[config.mk]
export PLATFORM = sky130hd
export DESIGN_NAME = my_pipelined_adder
export DESIGN_NICKNAME = d
export VERILOG_FILES = /design/src/rtl/my_pipelined_adder.sv
export SDC_FILE = /design/constraint.sdc
export NUM_CORES = 1
export LEC_CHECK = 0
export CORE_MARGIN = 2
export CORE_UTILIZATION = 50
export DETAILED_ROUTE_END_ITERATION = 10
export GPL_TIMING_DRIVEN = 0
export PLACE_DENSITY = 0.73
export SYNTH_ARGS = -nofsm -noshare
export SYNTH_HDL_FRONTEND = slang
export SYNTH_SLANG_ARGS = --single-unit
[constraint.sdc]
create_clock -name clk -period 7.15 [get_ports clk]
set_input_delay 0.715 -clock clk [delete_from_list [all_inputs] [get_ports clk]]
set_output_delay 0.715 -clock clk [all_outputs]
set_load 0.02 [all_outputs]
[src/rtl/my_pipelined_adder.sv]
// my_pipelined_adder
//   Carry-chained pipelined adder/subtractor. The operands are split into
//   STAGES chunks of CH = WIDTH/STAGES bits. Stage k adds chunk k plus the
//   carry from stage k-1, appends the partial sum to the result bits already
//   formed, and forwards only the operand bits that are still pending.
//   Subtraction is A + ~B + 1. A single advance signal moves or holds the
//   whole pipeline, so back-pressure on the output freezes every stage.
//
// Parameters
//   WIDTH  : operand/sum width, 8..64
//   STAGES : pipeline depth; WIDTH must be a multiple of STAGES
//
// Ports
//   clk        in   rising-edge clock
//   rst_n      in   asynchronous active-low reset
//   in_valid   in   operand set presented
//   in_ready   out  operand set accepted this cycle (= advance)
//   a, b       in   operands
//   sub        in   0: a+b+cin, 1: a-b
//   cin        in   carry-in, ignored when sub=1
//   out_valid  out  result presented
//   out_ready  in   consumer accepts the result
//   sum        out  result
//   cout       out  carry out of the MSB (for sub: 1 = no borrow)
//   ovf        out  two's-complement overflow, present only when the macro
//                   MY_PIPELINED_ADDER_OVF_EN is defined
module my_pipelined_adder #(
  parameter int WIDTH  = 32,
  parameter int STAGES = 4
) (
  input  logic             clk,
  input  logic             rst_n,
  input  logic             in_valid,
  output logic             in_ready,
  input  logic [WIDTH-1:0] a,
  input  logic [WIDTH-1:0] b,
  input  logic             sub,
  input  logic             cin,
  output logic             out_valid,
  input  logic             out_ready,
  output logic [WIDTH-1:0] sum,
  output logic             cout
`ifdef MY_PIPELINED_ADDER_OVF_EN
  ,
  output logic             ovf
`endif
);

  localparam int CH = WIDTH / STAGES;

  logic             adv_s;
  logic [WIDTH-1:0] b_eff_s;
  logic             c_eff_s;

  // Operand conditioning: subtraction becomes A + ~B + 1.
  always_comb begin
    b_eff_s = b;
    c_eff_s = cin;
    if (sub) begin
      b_eff_s = ~b;
      c_eff_s = 1'b1;
    end else begin
      b_eff_s = b;
      c_eff_s = cin;
    end
  end

  // The whole pipeline moves whenever the output slot is empty or being drained.
  assign adv_s    = ~out_valid | out_ready;
  assign in_ready = adv_s;

  for (genvar k = 0; k < STAGES; k++) begin : stg
    // Operand bits entering this stage that have not been added yet.
    localparam int PEND = WIDTH - k * CH;

    logic [PEND-1:0]       a_in_s;
    logic [PEND-1:0]       b_in_s;
    logic                  c_in_s;
    logic                  v_in_s;
    logic [CH:0]           add_s;
    logic                  vld_r;
    logic                  carry_r;
    logic [(k+1)*CH-1:0]   sum_r;

    if (k == 0) begin : g_src
      assign a_in_s = a;
      assign b_in_s = b_eff_s;
      assign c_in_s = c_eff_s;
      assign v_in_s = in_valid;
    end else begin : g_src
      assign a_in_s = stg[k-1].g_rem.a_rem_r;
      assign b_in_s = stg[k-1].g_rem.b_rem_r;
      assign c_in_s = stg[k-1].carry_r;
      assign v_in_s = stg[k-1].vld_r;
    end

    assign add_s = {1'b0, a_in_s[CH-1:0]} + {1'b0, b_in_s[CH-1:0]} + {{CH{1'b0}}, c_in_s};

    // Stage valid bit and chunk carry.
    always_ff @(posedge clk or negedge rst_n) begin
      if (!rst_n) begin
        vld_r   <= 1'b0;
        carry_r <= 1'b0;
      end else if (adv_s) begin
        vld_r   <= v_in_s;
        carry_r <= add_s[CH];
      end
    end

    if (k == 0) begin : g_sum
      // First chunk of the result.
      always_ff @(posedge clk or negedge rst_n) begin
        if (!rst_n) begin
          sum_r <= '0;
        end else if (adv_s) begin
          sum_r <= add_s[CH-1:0];
        end
      end
    end else begin : g_sum
      // New chunk is placed above the bits formed by earlier stages.
      always_ff @(posedge clk or negedge rst_n) begin
        if (!rst_n) begin
          sum_r <= '0;
        end else if (adv_s) begin
          sum_r <= {add_s[CH-1:0], stg[k-1].sum_r};
        end
      end
    end

    if (k < STAGES - 1) begin : g_rem
      logic [PEND-CH-1:0] a_rem_r;
      logic [PEND-CH-1:0] b_rem_r;

      // Operand skew: forward only the chunks later stages still need.
      always_ff @(posedge clk or negedge rst_n) begin
        if (!rst_n) begin
          a_rem_r <= '0;
          b_rem_r <= '0;
        end else if (adv_s) begin
          a_rem_r <= a_in_s[PEND-1:CH];
          b_rem_r <= b_in_s[PEND-1:CH];
        end
      end
    end

`ifdef MY_PIPELINED_ADDER_OVF_EN
    if (k == STAGES - 1) begin : g_ovf
      logic ovf_r;

      // The sign bits of a and b_eff arrive as the top bits of the skewed
      // operands, so the last stage sees them without extra sign registers.
      always_ff @(posedge clk or negedge rst_n) begin
        if (!rst_n) begin
          ovf_r <= 1'b0;
        end else if (adv_s) begin
          ovf_r <= (a_in_s[CH-1] == b_in_s[CH-1]) && (add_s[CH-1] != a_in_s[CH-1]);
        end
      end
    end
`endif
  end

  assign out_valid = stg[STAGES-1].vld_r;
  assign sum       = stg[STAGES-1].sum_r;
  assign cout      = stg[STAGES-1].carry_r;
`ifdef MY_PIPELINED_ADDER_OVF_EN
  assign ovf       = stg[STAGES-1].g_ovf.ovf_r;
`endif

endmodule

**After elaboration in Yosys (flattened, before gate mapping)**

Index checks and enable logic that the tools add are counted.

- Add/sub/neg operators: 8
- Multiplexer cells: 2
- Bitwise logic cells: 3

Operators by type and width:

| cell | number |
|---|---|
| $add A8 B8 Y9 | 4 |
| $add A9 B1 Y9 | 4 |
| $mux W32 | 1 |
| $not A32 Y32 | 1 |
| $mux W1 | 1 |
| $not A1 Y1 | 1 |
| $or A1 B1 Y1 | 1 |

- Bits in registers: 184
- Input bits: 70
- Output and inout bits: 35
- Word-level logic and storage cells: 31

**Longest topological paths before layout**

Gate-level depths: netlist of the first run.

- Depth in word-level cells: 4
- Depth in mapped cells: 10
- Mapped depth without buffers: 8

**Worst setup path after synthesis of the first run**

OpenSTA, ideal clock, no wires.

- Path kind: input port to flip-flop
- From: input port sub
- To: register stg[0].sum_r[6]
- Setup time: 0.069 ns
- Arrival: 2.748 ns
- Required time: 7.081 ns
- Path slack: 4.333 ns
- Stages on the path: 10
- Path buffers: 2
- Cells stage by stage: buf_2 > buf_2 > or2_2 > fa_1 > inv_1 > fa_1 > nor2b_1 > o31a_1 > or3_1 > nand3_1

- Word-level cells in the longest chain between the ends: 3
- Elaborated cells on any way between the ends: 4
- Classes of those cells: 2 x add/sub; 2 x mux

Ends and longest elaborated chain:

| element | line | RTL |
|---|---|---|
| from (decl) | 37 | `input logic sub,` |
| $mux W32 | 59 | `if (sub) begin` |
| $add A8 B8 Y9 | 97 | `assign add_s = {1'b0, a_in_s[CH-1:0]} + {1'b0, b_in_s[CH-1:0]} + {{CH{1'b0}}, c_in_s};` |
| $add A9 B1 Y9 * | 97 |  |
| to (signal assigned) | 116 | `sum_r <= add_s[CH-1:0];` |
| to (decl) | 83 | `logic [(k+1)*CH-1:0] sum_r;` |

Every way passes the cells marked *; elsewhere a longest branch is shown, timed or not.
A chain may end at the register's enable or synchronous reset.

**Worst setup path after layout of the first run**

- From: input port out_ready
- To: output port in_ready

- Word-level cells in the longest chain between the ends: 1

Ends and longest elaborated chain:

| element | line | RTL |
|---|---|---|
| from (decl) | 40 | `input logic out_ready,` |
| $or A1 B1 Y1 | 69 | `assign adv_s = ~out_valid \| out_ready;` |
| to (decl) | 34 | `output logic in_ready,` |

No other way between the ends.

==> metrics.md, run 1 <==
| Metric | Value |
|---|---|
| Outcome | complete, no violations |
| CP max stage delay | roughly 0.64 ns |
| Final Skew | 0.0116 ns |
| Slew HR | 0.595 |
| Vias in the first global route | between 6000 and 7000 |
| Slowest cell on the critical path | clkdlybuf4s50_1 |
| CTS tree | done |
| Peak Freq | ~290 MHz |
| RSZ-0062 raised after global routing | false |
| YS warnings | 0 |
| Final core utilization | 0.628 |
| Register area share after synthesis | 0.537 |
| Max-slew violation count | 0 |
| Setup crit end kind | output pin |
| Final Hold Fails | 0 |
| Wire length of the first global-routing pass | 32000 um |
| Share of layout cells above drive strength 1 | 0.0779 |
| DR pass1 iterations | 5 |
| Worst skew pair latency | around 0.43 ns |
| Leakage | slightly above 5 nW |
| Req. time, crit path | 6.43 ns |
| GRT overflow | 0 |
| Synth cell types | 38 |
| Post-DRT Antenna Nets | 0 |
| Via count | ~6600 |
| P per Cell Area | 443 nW/um^2 |
| CP Class | primary input to output pin |
| Crit-path leading delay family | buffers and inverters |
| Crit start category | primary input |
| Worst IR drop on VDD | 0.229 mV |
| Setup crit start | out_ready |
| R2R Setup Slk | 4.74 ns |
| I/O pin count | ~110 |
| 1st-iter DRT viols | 425 |
| Die width | between 100 and 150 um |
| Total wire length | 19400 um |
| Hold_buf cts | 0 |
| Syn_nets | 1035 |
| Crit-path cells | clkdlybuf4s50_1 > nor2b_4 > buf_6 > inv_2 > buf_4 > buf_2 > clkdlybuf4s50_1 |
| Synthesized cell area | 8580 um^2 |
| Dpl ws | ~3.7 ns |
| Most frequent CP cell | clkdlybuf4s50_1 |
| Worst flop-to-flop path startpoint | stg[2].carry_r |
| Placed cells | 1253 |
| Total GRT Usage | 0.228 |
| Initial core utilization | 0.514 |
| Hold_ws | 0.201 ns |
| Wire per inst | 15.1 um |
| Synth Instances | 929 |
| Area grow syn2layout | 22.3% |
| Core area | approximately 17000 um^2 |
| Period utilization | 0.480 |
| Antenna cells | 0 |
| Post-CTS Setup Bufs | 0 |
| Primary FF master, synth | dfrtp_1 |
| Clk sinks | 184 |
| Final setup viols | 0 |
| Hpwl dp | 14100 um |
| Die Y | 135 um |
| Setup WS post-layout | 3.72 ns |
| H-tree level count | 4 |
| Fin area | between 10000 and 15000 um^2 |
| Via/cell ratio | 5.13 |
| Crit-path max FO | 10 |
| RD Place Congestion | about 0.87 |
| Finished Layout Cells | 1285 |
| TritonCTS Buffers | 17 |
| IO buf count | 103 |
| Hold Path Class | primary input to asynchronous set/reset pin |
| Tmin final | ~3.4 ns |
| Max cap viols | 0 |
| Setup TNS | 0 ns |
| Mapped Avg Cell Area | between 9 and 10 um^2 |
| Power Total | 4.65 mW |
| WP data arrival | ~2.7 ns |
| Ys async rst share | 1.00 |
| Slew @ Worst Pin | 0.607 ns |
| DRC Markers | 0 |
| Initial antenna violation count | 0 |
| Largest net degree at the start of global routing | 124 |
| Fill count | 1481 |
| Synth Register Bits | 184 |
| Row count | 47 |
| CTS resizes | 0 |
| Die area | 18200 um^2 |
| Worst Path Buf+Inv | 6 |
| CTS root buffer | clkbuf_16 |
| Max Root-Sink Buffers | 2 |
| CTS clk-pin slew, worst paths | 0.07 ns |
| Nets | roughly 1200 |
| Post-synth EDFFs | 0 |
| Area post-placement | 9920 um^2 |
[area by class of cell]
cell class | instances | area [um^2] | share of cell area
Buffer | 47 | 249 | 0.0237
Clock buffer | 20 | 457 | 0.0435
Clock inverter | 12 | 115 | 0.0110
Inverter | 4 | 15.0 | 0.00143
Multi-Input combinational cell | 694 | 3710 | 0.354
Sequential cell | 184 | 4600 | 0.439
Tap cell | 220 | 275 | 0.0262
Timing Repair Buffer | 104 | 1060 | 0.101
[Yosys cell counts, types with 2 or more instances]
library cell,number,area share
nor3_1,8,0.0047
o21a_1,6,0.0052
or3_1,6,0.0044
dfrtp_1,184,0.54
a21o_1,8,0.0070
inv_1,3,0.0013
nor3b_1,18,0.016
nand2_1,430,0.19
a221oi_1,3,0.0031
a211oi_2,3,0.0044
xor2_1,9,0.0092
o21bai_1,3,0.0026
fa_1,8,0.019
o31a_1,7,0.0071
nand3_1,5,0.0029
o31ai_1,8,0.0070
nand2b_1,7,0.0051
a21oi_1,3,0.0017
clkbuf_1,3,0.0013
buf_6,2,0.0026
ha_1,28,0.041
nor2_1,10,0.0044
buf_2,40,0.023
o21ai_0,52,0.030
xnor2_1,27,0.028
a211oi_1,20,0.017
buf_4,2,0.0017
mux2i_1,3,0.0035
nor4b_1,8,0.0082
nand3b_1,5,0.0044
o22a_1,3,0.0031
[flip-flops by register name (all words and copies together), names as in the netlist]
signal,count
stg.g_rem.a_rem_r,48
stg.carry_r,3
sum,32
stg.sum_r,48
cout,1
out_valid,1
stg.vld_r,3
stg.g_rem.b_rem_r,48
[report_power, final]
part	internal, mW	leakage (nW)	switching, mW
Combinational	0.841	2.58	1.11
Clock	0.503	0.279	0.404
Sequential	1.51	2.22	0.283
Total	2.85	5.08	1.80
[metal layers]
layer	wire length (um)	track usage	vias to the layer above
met3	957	0.0327	24
met1	9060	0.329	3095
li1	-	-	3305
met4	306	0.0706	0
met5	0	0	-
met2	9110	0.360	171
[final timing paths]
kind,depth (start not counted),end
hold / removal,1,stg[2].vld_r
hold reg to reg,2,sum[4]
min in group clk,2,sum[4]
max in group asynchronous,2,sum[24]
setup / recovery,7,in_ready
setup reg to reg,6,cout
[logic make-up after synthesis]
logic type               Yosys count  share of synthesized area
buffers and inverters             51                     0.0308
AO/OA/AOI/OAI                    118                     0.0913
flip-flops                       184                      0.537
AND/OR/NAND/NOR                  501                      0.242
XOR/XNOR                          36                     0.0367
multiplexers                       3                    0.00350
adder cells (fa/ha/maj)           36                     0.0595
[worst register-to-register path, cell delays in order, from the launching register on]
cell and delay, ns:
dfrtp_1 0.40, fa_1 0.50, fa_1 0.47, a211oi_2 0.28
nor2_1 0.10, o31a_1 0.28, o31a_1 0.28
[cells in the final DEF (no fill, tap or decap), types with 2 or more instances in the layout]
cell / netlist / final
nor3_1: 8 / 8
inv_6: 0 / 3
a211oi_1: 20 / 20
buf_6: 2 / 2
xnor2_1: 27 / 27
a221oi_1: 3 / 3
a21oi_1: 3 / 3
clkinvlp_4: 0 / 2
o31a_1: 7 / 7
ha_1: 28 / 28
inv_1: 3 / 3
nor2_1: 10 / 10
nand2_1: 430 / 430
o31ai_1: 8 / 8
clkbuf_8: 0 / 2
o21bai_1: 3 / 3
o21a_1: 6 / 6
clkinv_2: 0 / 3
or3_1: 6 / 6
nand3_1: 5 / 5
clkbuf_1: 3 / 4
buf_2: 40 / 40
mux2i_1: 3 / 3
xor2_1: 9 / 9
a211oi_2: 3 / 3
nand2b_1: 7 / 7
nand3b_1: 5 / 5
dfrtp_1: 184 / 184
o22a_1: 3 / 3
buf_4: 2 / 2
fa_1: 8 / 8
clkdlybuf4s50_1: 0 / 102
o21ai_0: 52 / 52
clkinv_4: 0 / 2
a21o_1: 8 / 8
clkbuf_16: 0 / 17
nor3b_1: 18 / 18
nor4b_1: 8 / 8
(Power assumes the default switching activity.)
==> run 2, diff against run 1 <==
- clock period: 7.15 -> 3.3 ns (I/O delays scaled with it)
==> run 2 against run 1 <==
Effect of this change: total power is 120% higher; non-clock buffer count is 1 higher; first-iteration DRC count is 7.5% lower; clock-buffer cell count stayed put; wire length hardly changed; clock skew hardly changed; core utilization is 0.060 points higher; clock power is 120% higher; global-route usage stayed put.
==> metrics.md, run 2 (synthesized netlist as in run 1, its figures left out) <==
| Metric | Value |
|---|---|
| Outcome | complete, no violations |
| Fin area | ~11000 um^2 |
| Final setup viols | 0 |
| Max cap viols | 0 |
| TritonCTS Buffers | 17 |
| DRC Markers | 0 |
| CP Class | flip-flop to output pin |
| CTS tree | done |
| Vias in the first global route | 6329 |
| GRT busiest layer | met2 |
| Via/cell ratio | 5.15 |
| Row count | between 40 and 50 |
| Dpl ws | 0.629 ns |
| Tmin final | ~2.7 ns |
| Finished Layout Cells | 1286 |
| Slew @ Worst Pin | 0.603 ns |
| Placed cells | 1253 |
| Max Root-Sink Buffers | 2 |
| WP data arrival | 2.38 ns |
| Die area | 18200 um^2 |
| Slowest cell on the critical path | clkdlybuf4s50_1 |
| IO buf count | 103 |
| P per Cell Area | 961 nW/um^2 |
| Final core utilization | 0.629 |
| Initial core utilization | 0.514 |
| Die width | 135 um |
| H-tree level count | 4 |
| CTS root buffer | clkbuf_16 |
| I/O pin count | 105 |
| Antenna cells | 0 |
| Die Y | 135 um |
| Crit-path max FO | 10 |
| Total wire length | slightly below 20000 um |
| Largest net degree at the start of global routing | 124 |
| CP max stage delay | 0.64 ns |
| RD Place Congestion | 0.871 |
| Most frequent cells in the layout | nand2_1 (430), dfrtp_1 (184), clkdlybuf4s50_1 (102) |
| Final Skew | 0.0112 ns |
| Via count | between 6000 and 7000 |
| Peak Freq | 370 MHz |
| Max-slew violation count | 0 |
| Setup crit end kind | output pin |
| Leading cell type in the layout, fill and taps excluded | nand2_1 |
| Hold Path Class | primary input to flip-flop |
| Nets | 1159 |
| Crit-path leading delay family | buffers and inverters |
| Share of layout cells above drive strength 1 | 0.0779 |
| Met3 Track Usage GR | 0.0327 |
| Largest registers | stg.g_rem.a_rem_r (48), stg.g_rem.b_rem_r (48), stg.sum_r (48) |
| RSZ-0062 raised after global routing | false |
| Total GRT Usage | 0.228 |
| Area post-placement | just under 10000 um^2 |
| Period utilization | 0.820 |
| Core area | about 17000 um^2 |
| Req. time, crit path | 2.97 ns |
| Setup TNS | 0 ns |
| Worst Path Buf+Inv | 5 |
| Leakage | ~5.1 nW |
| Clk sinks | 184 |
| Worst IR drop on VDD | 0.498 mV |
| Fill count | 1480 |
| GRT overflow | 0 |
| Slew HR | 0.598 |
| CTS clk-pin slew, worst paths | 0.07 ns |
| Area grow syn2layout | 22.4% |
| Worst skew pair latency | 0.43 ns |
| Crit-path cells | nor2b_4 > buf_6 > inv_2 > buf_4 > buf_2 > clkdlybuf4s50_1 |
| DR pass1 iterations | 5 |
| Wire length of the first global-routing pass | 32000 um |
| Initial antenna violation count | 0 |
| 1st-iter DRT viols | about 390 |
| Final Hold Fails | 0 |
| CTS resizes | 0 |
| Wire per inst | 15.1 um |
| Met1 Track Usage GR | 0.329 |
| Grt met2 use | 0.360 |
| Post-CTS Setup Bufs | 0 |
| Post-DRT Antenna Nets | 0 |
| Setup WS post-layout | 0.594 ns |
| Crit start category | flip-flop |
| Hpwl dp | ~14000 um |
## run 2: cell count changes in the layout (fill, tap and decap cells not counted), sizes merged
cell / delta
dlygate4sd3: +1
## run 2: worst register-to-register path, delay by kind of cell, from the launching register on
kind | cells | cell delay (ns)
AOI/OAI and AO/OA | 3 | 0.84
adders and majority gates | 2 | 0.97
DFF | 1 | 0.40
and+or+nand+nor | 1 | 0.10
## run 2: power by group
part | switching [mW] | internal, mW | total (mW)
clock | 0.876 | 1.09 | 1.97
combinational | 2.42 | 1.83 | 4.25
sequential | 0.610 | 3.27 | 3.88
## run 2: stage by stage
stage	hold WS [ns]	power [mW]
after floorplan	0.0344	6.61
after global routing	0.394	10.8
after detailed placement	0.292	8.12
after CTS	0.348	10.1
after global placement	0.445	7.99
final	0.354	10.1
## run 2: final timing paths
| kind | startpoint | end | slack [ns] | depth (start not counted) |
|---|---|---|---|---|
| worst max-delay path | out_valid | in_ready | 0.59 | 6 |
| worst min-delay path | sub | stg[0].g_rem.b_rem_r[20] | 0.35 | 3 |
| worst max register to register | stg[2].carry_r | cout | 0.89 | 6 |
| worst min register to register | sum[4] | sum[4] | 0.46 | 2 |
| max in group asynchronous | rst_n | sum[24] | 1.94 | 3 |
| min in group asynchronous | rst_n | stg[2].vld_r | 0.41 | 2 |
## run 2: timing repair
item	in CTS	in global routing
setup endpoints to repair	0	0
hold endpoints to repair	61	0
hold buffers	1	0
## run 2: per-layer routing
metal | wire length, um | share of wire
met5 | 0 | 0
met4 | 307 | 0.016
met3 | 856 | 0.044
met2 | 9090 | 0.47
met1 | 9160 | 0.47
## run 2: cell type report
cell class	count	area, um^2	share of cell area
clock buffers	20	457	0.0435
multi-input cells	694	3710	0.354
inverters	4	15.0	0.00143
plain buffers	47	249	0.0237
flip-flops and latches	184	4600	0.438
well taps	220	275	0.0262
clock inverters	12	115	0.0110
repair buffers	105	1070	0.102
==> run 3, diff against run 2 <==
- PLACE_DENSITY: 0.73 -> 0.76
- clock period: 3.3 -> 2.33 ns (I/O delays scaled with it)
==> run 3 against run 2 <==
Effect of this change: worst hold slack worse by 0.059 ns; setup slack worse by 0.56 ns; via count grew 1.7%; largest cell class unchanged; wire length increased by 3.9%; global-route usage up 1.0 points; largest power group unchanged; flip-flop and latch count stayed put; clock-buffer cell count is 1 lower; die area stayed put.
==> metrics.md, run 3 (synthesized netlist as in run 1, its figures left out) <==
| Metric | Value |
|---|---|
| Clk sinks | between 150 and 200 |
| Die area | around 18000 um^2 |
| Row count | between 40 and 50 |
| CTS clk-pin slew, worst paths | 0.07 ns |
| Initial antenna violation count | 0 |
| DRC Markers | 0 |
| H-tree level count | 4 |
| Core area | 16700 um^2 |
| Share of layout cells above drive strength 1 | 0.0844 |
| Die Y | 135 um |
| Final Hold Fails | 0 |
| Max cap viols | 0 |
| Slew @ Worst Pin | 0.578 ns |
| RSZ-0062 raised after global routing | true |
| DR pass1 iterations | 5 |
| Total GRT Usage | 0.238 |
| Crit-path cells | fa_2 > fa_2 > a211oi_2 > nor2_1 > o31a_1 > o31a_1 |
| 1st-iter DRT viols | 521 |
| CTS tree | done |
| CP Class | flip-flop to flip-flop |
| Initial core utilization | 0.514 |
| GRT overflow | 0 |
| Hpwl dp | 14400 um |
| Via count | 6731 |
| Final core utilization | 0.631 |
| Slew HR | 0.615 |
| Wire length of the first global-routing pass | ~34000 um |
| Antenna cells | 0 |
| Outcome | complete, no violations |
| RD Place Congestion | 0.883 |
| WP data arrival | 2.61 ns |
| CP max stage delay | 0.43 ns |
| Most frequent cells in the layout | nand2_1 (430), dfrtp_1 (184), clkdlybuf4s50_1 (101) |
| Worst flop-to-flop path startpoint | stg[1].carry_r |
| Leakage | 5.08 nW |
| Post-DRT Antenna Nets | 0 |
| Crit start category | flip-flop |
| Max-slew violation count | 0 |
| Hold wc startpoint | sub |
| Worst skew pair latency | between 0.4 and 0.5 ns |
| Die width | 135 um |
| Power Total | between 10 and 15 mW |
| I/O pin count | 105 |
| Hold Path Class | primary input to flip-flop |
| Period utilization | 0.983 |
| Tmin final | between 2 and 2.5 ns |
| IO buf count | between 100 and 150 |
| CTS root buffer | clkbuf_16 |
| Largest registers | stg.g_rem.a_rem_r (48), stg.g_rem.b_rem_r (48), stg.sum_r (48) |
| Worst IR drop on VDD | 0.734 mV |
| Final Skew | 0.0168 ns |
| Setup crit end kind | flip-flop |
| Setup crit start | stg[1].carry_r |
| Total wire length | 20200 um |
| Max Root-Sink Buffers | 2 |
| Leading cell type in the layout, fill and taps excluded | nand2_1 |
| Req. time, crit path | 2.65 ns |
| Nets | approximately 1200 |
| Slowest cell on the critical path | fa_2 |
| Setup TNS | 0 ns |
| Area grow syn2layout | 22.9% |
| P per Cell Area | 1380 nW/um^2 |
| Largest net degree at the start of global routing | 121 |
| Wire per inst | roughly 16 um |
| Final setup viols | 0 |
| Peak Freq | around 440 MHz |
| Via/cell ratio | around 5.2 |
| Vias in the first global route | approximately 6700 |
| Crit-path max FO | 3 |
| Hold_ws | 0.295 ns |
| TritonCTS Buffers | 17 |
-- run 3: power breakdown --
group	internal, mW	switching (mW)
logic	2.60	3.44
clock network	1.64	1.29
registers	4.63	0.898
total	8.87	5.63
-- run 3: path summary, 6_finish.rpt --
kind,to,slack [ns],depth (start not counted)
setup / recovery,stg[2].carry_r,0.04,6
hold / removal,stg[0].g_rem.b_rem_r[23],0.29,3
setup reg to reg,stg[2].carry_r,0.04,6
hold reg to reg,stg[2].vld_r,0.46,2
max in group asynchronous,sum[17],1.08,3
min in group asynchronous,stg[1].vld_r,0.30,2
-- run 3: repair_timing --
item / CTS / global route
setup buffers: 0 / 0
endpoints found under the hold margin: 64 / 0
resized for setup: 4 / 5
pin swaps: 0 / 2
setup endpoints to repair: 4 / 7
hold buffers: 1 / 0
-- run 3: stage by stage --
step | instance area [um^2] | cells | worst slack (ns)
6_report | 10500 | 1286 | 0.0385
5_1_grt | 10500 | 1286 | -0.0436
4_1_cts | 10500 | 1286 | 0.00603
3_5_place_dp | 9920 | 1253 | -0.205
3_3_place_gp | 9890 | 1252 | -6.43
2_1_floorplan | 8580 | 929 | 0.0211
-- run 3: cell type report --
cell class / count / area (um^2)
plain buffers: 47 / 251
clock buffers: 19 / 443
well taps: 220 / 275
inverters: 4 / 15.0
fillers: 1475 / 6160
multi-input cells: 694 / 3730
repair buffers: 105 / 1070
clock inverters: 13 / 158
flip-flops and latches: 184 / 4600
-- run 3: worst max-delay path, delay by kind of cell (launching register included) --
| kind | cells | cell delay, ns |
|---|---|---|
| DFF | 1 | 0.41 |
| and+or+nand+nor | 1 | 0.11 |
| adders and majority gates | 2 | 0.82 |
| AOI/OAI and AO/OA | 3 | 0.84 |
-- run 3: per-layer routing --
layer | up-vias | global-route usage | share of wire
met2 | 210 | 0.380 | 0.47
met3 | 33 | 0.0383 | 0.058
met4 | 0 | 0.0839 | 0.020
met5 | - | 0 | 0
met1 | 3193 | 0.333 | 0.45
li1 | 3295 | - | -
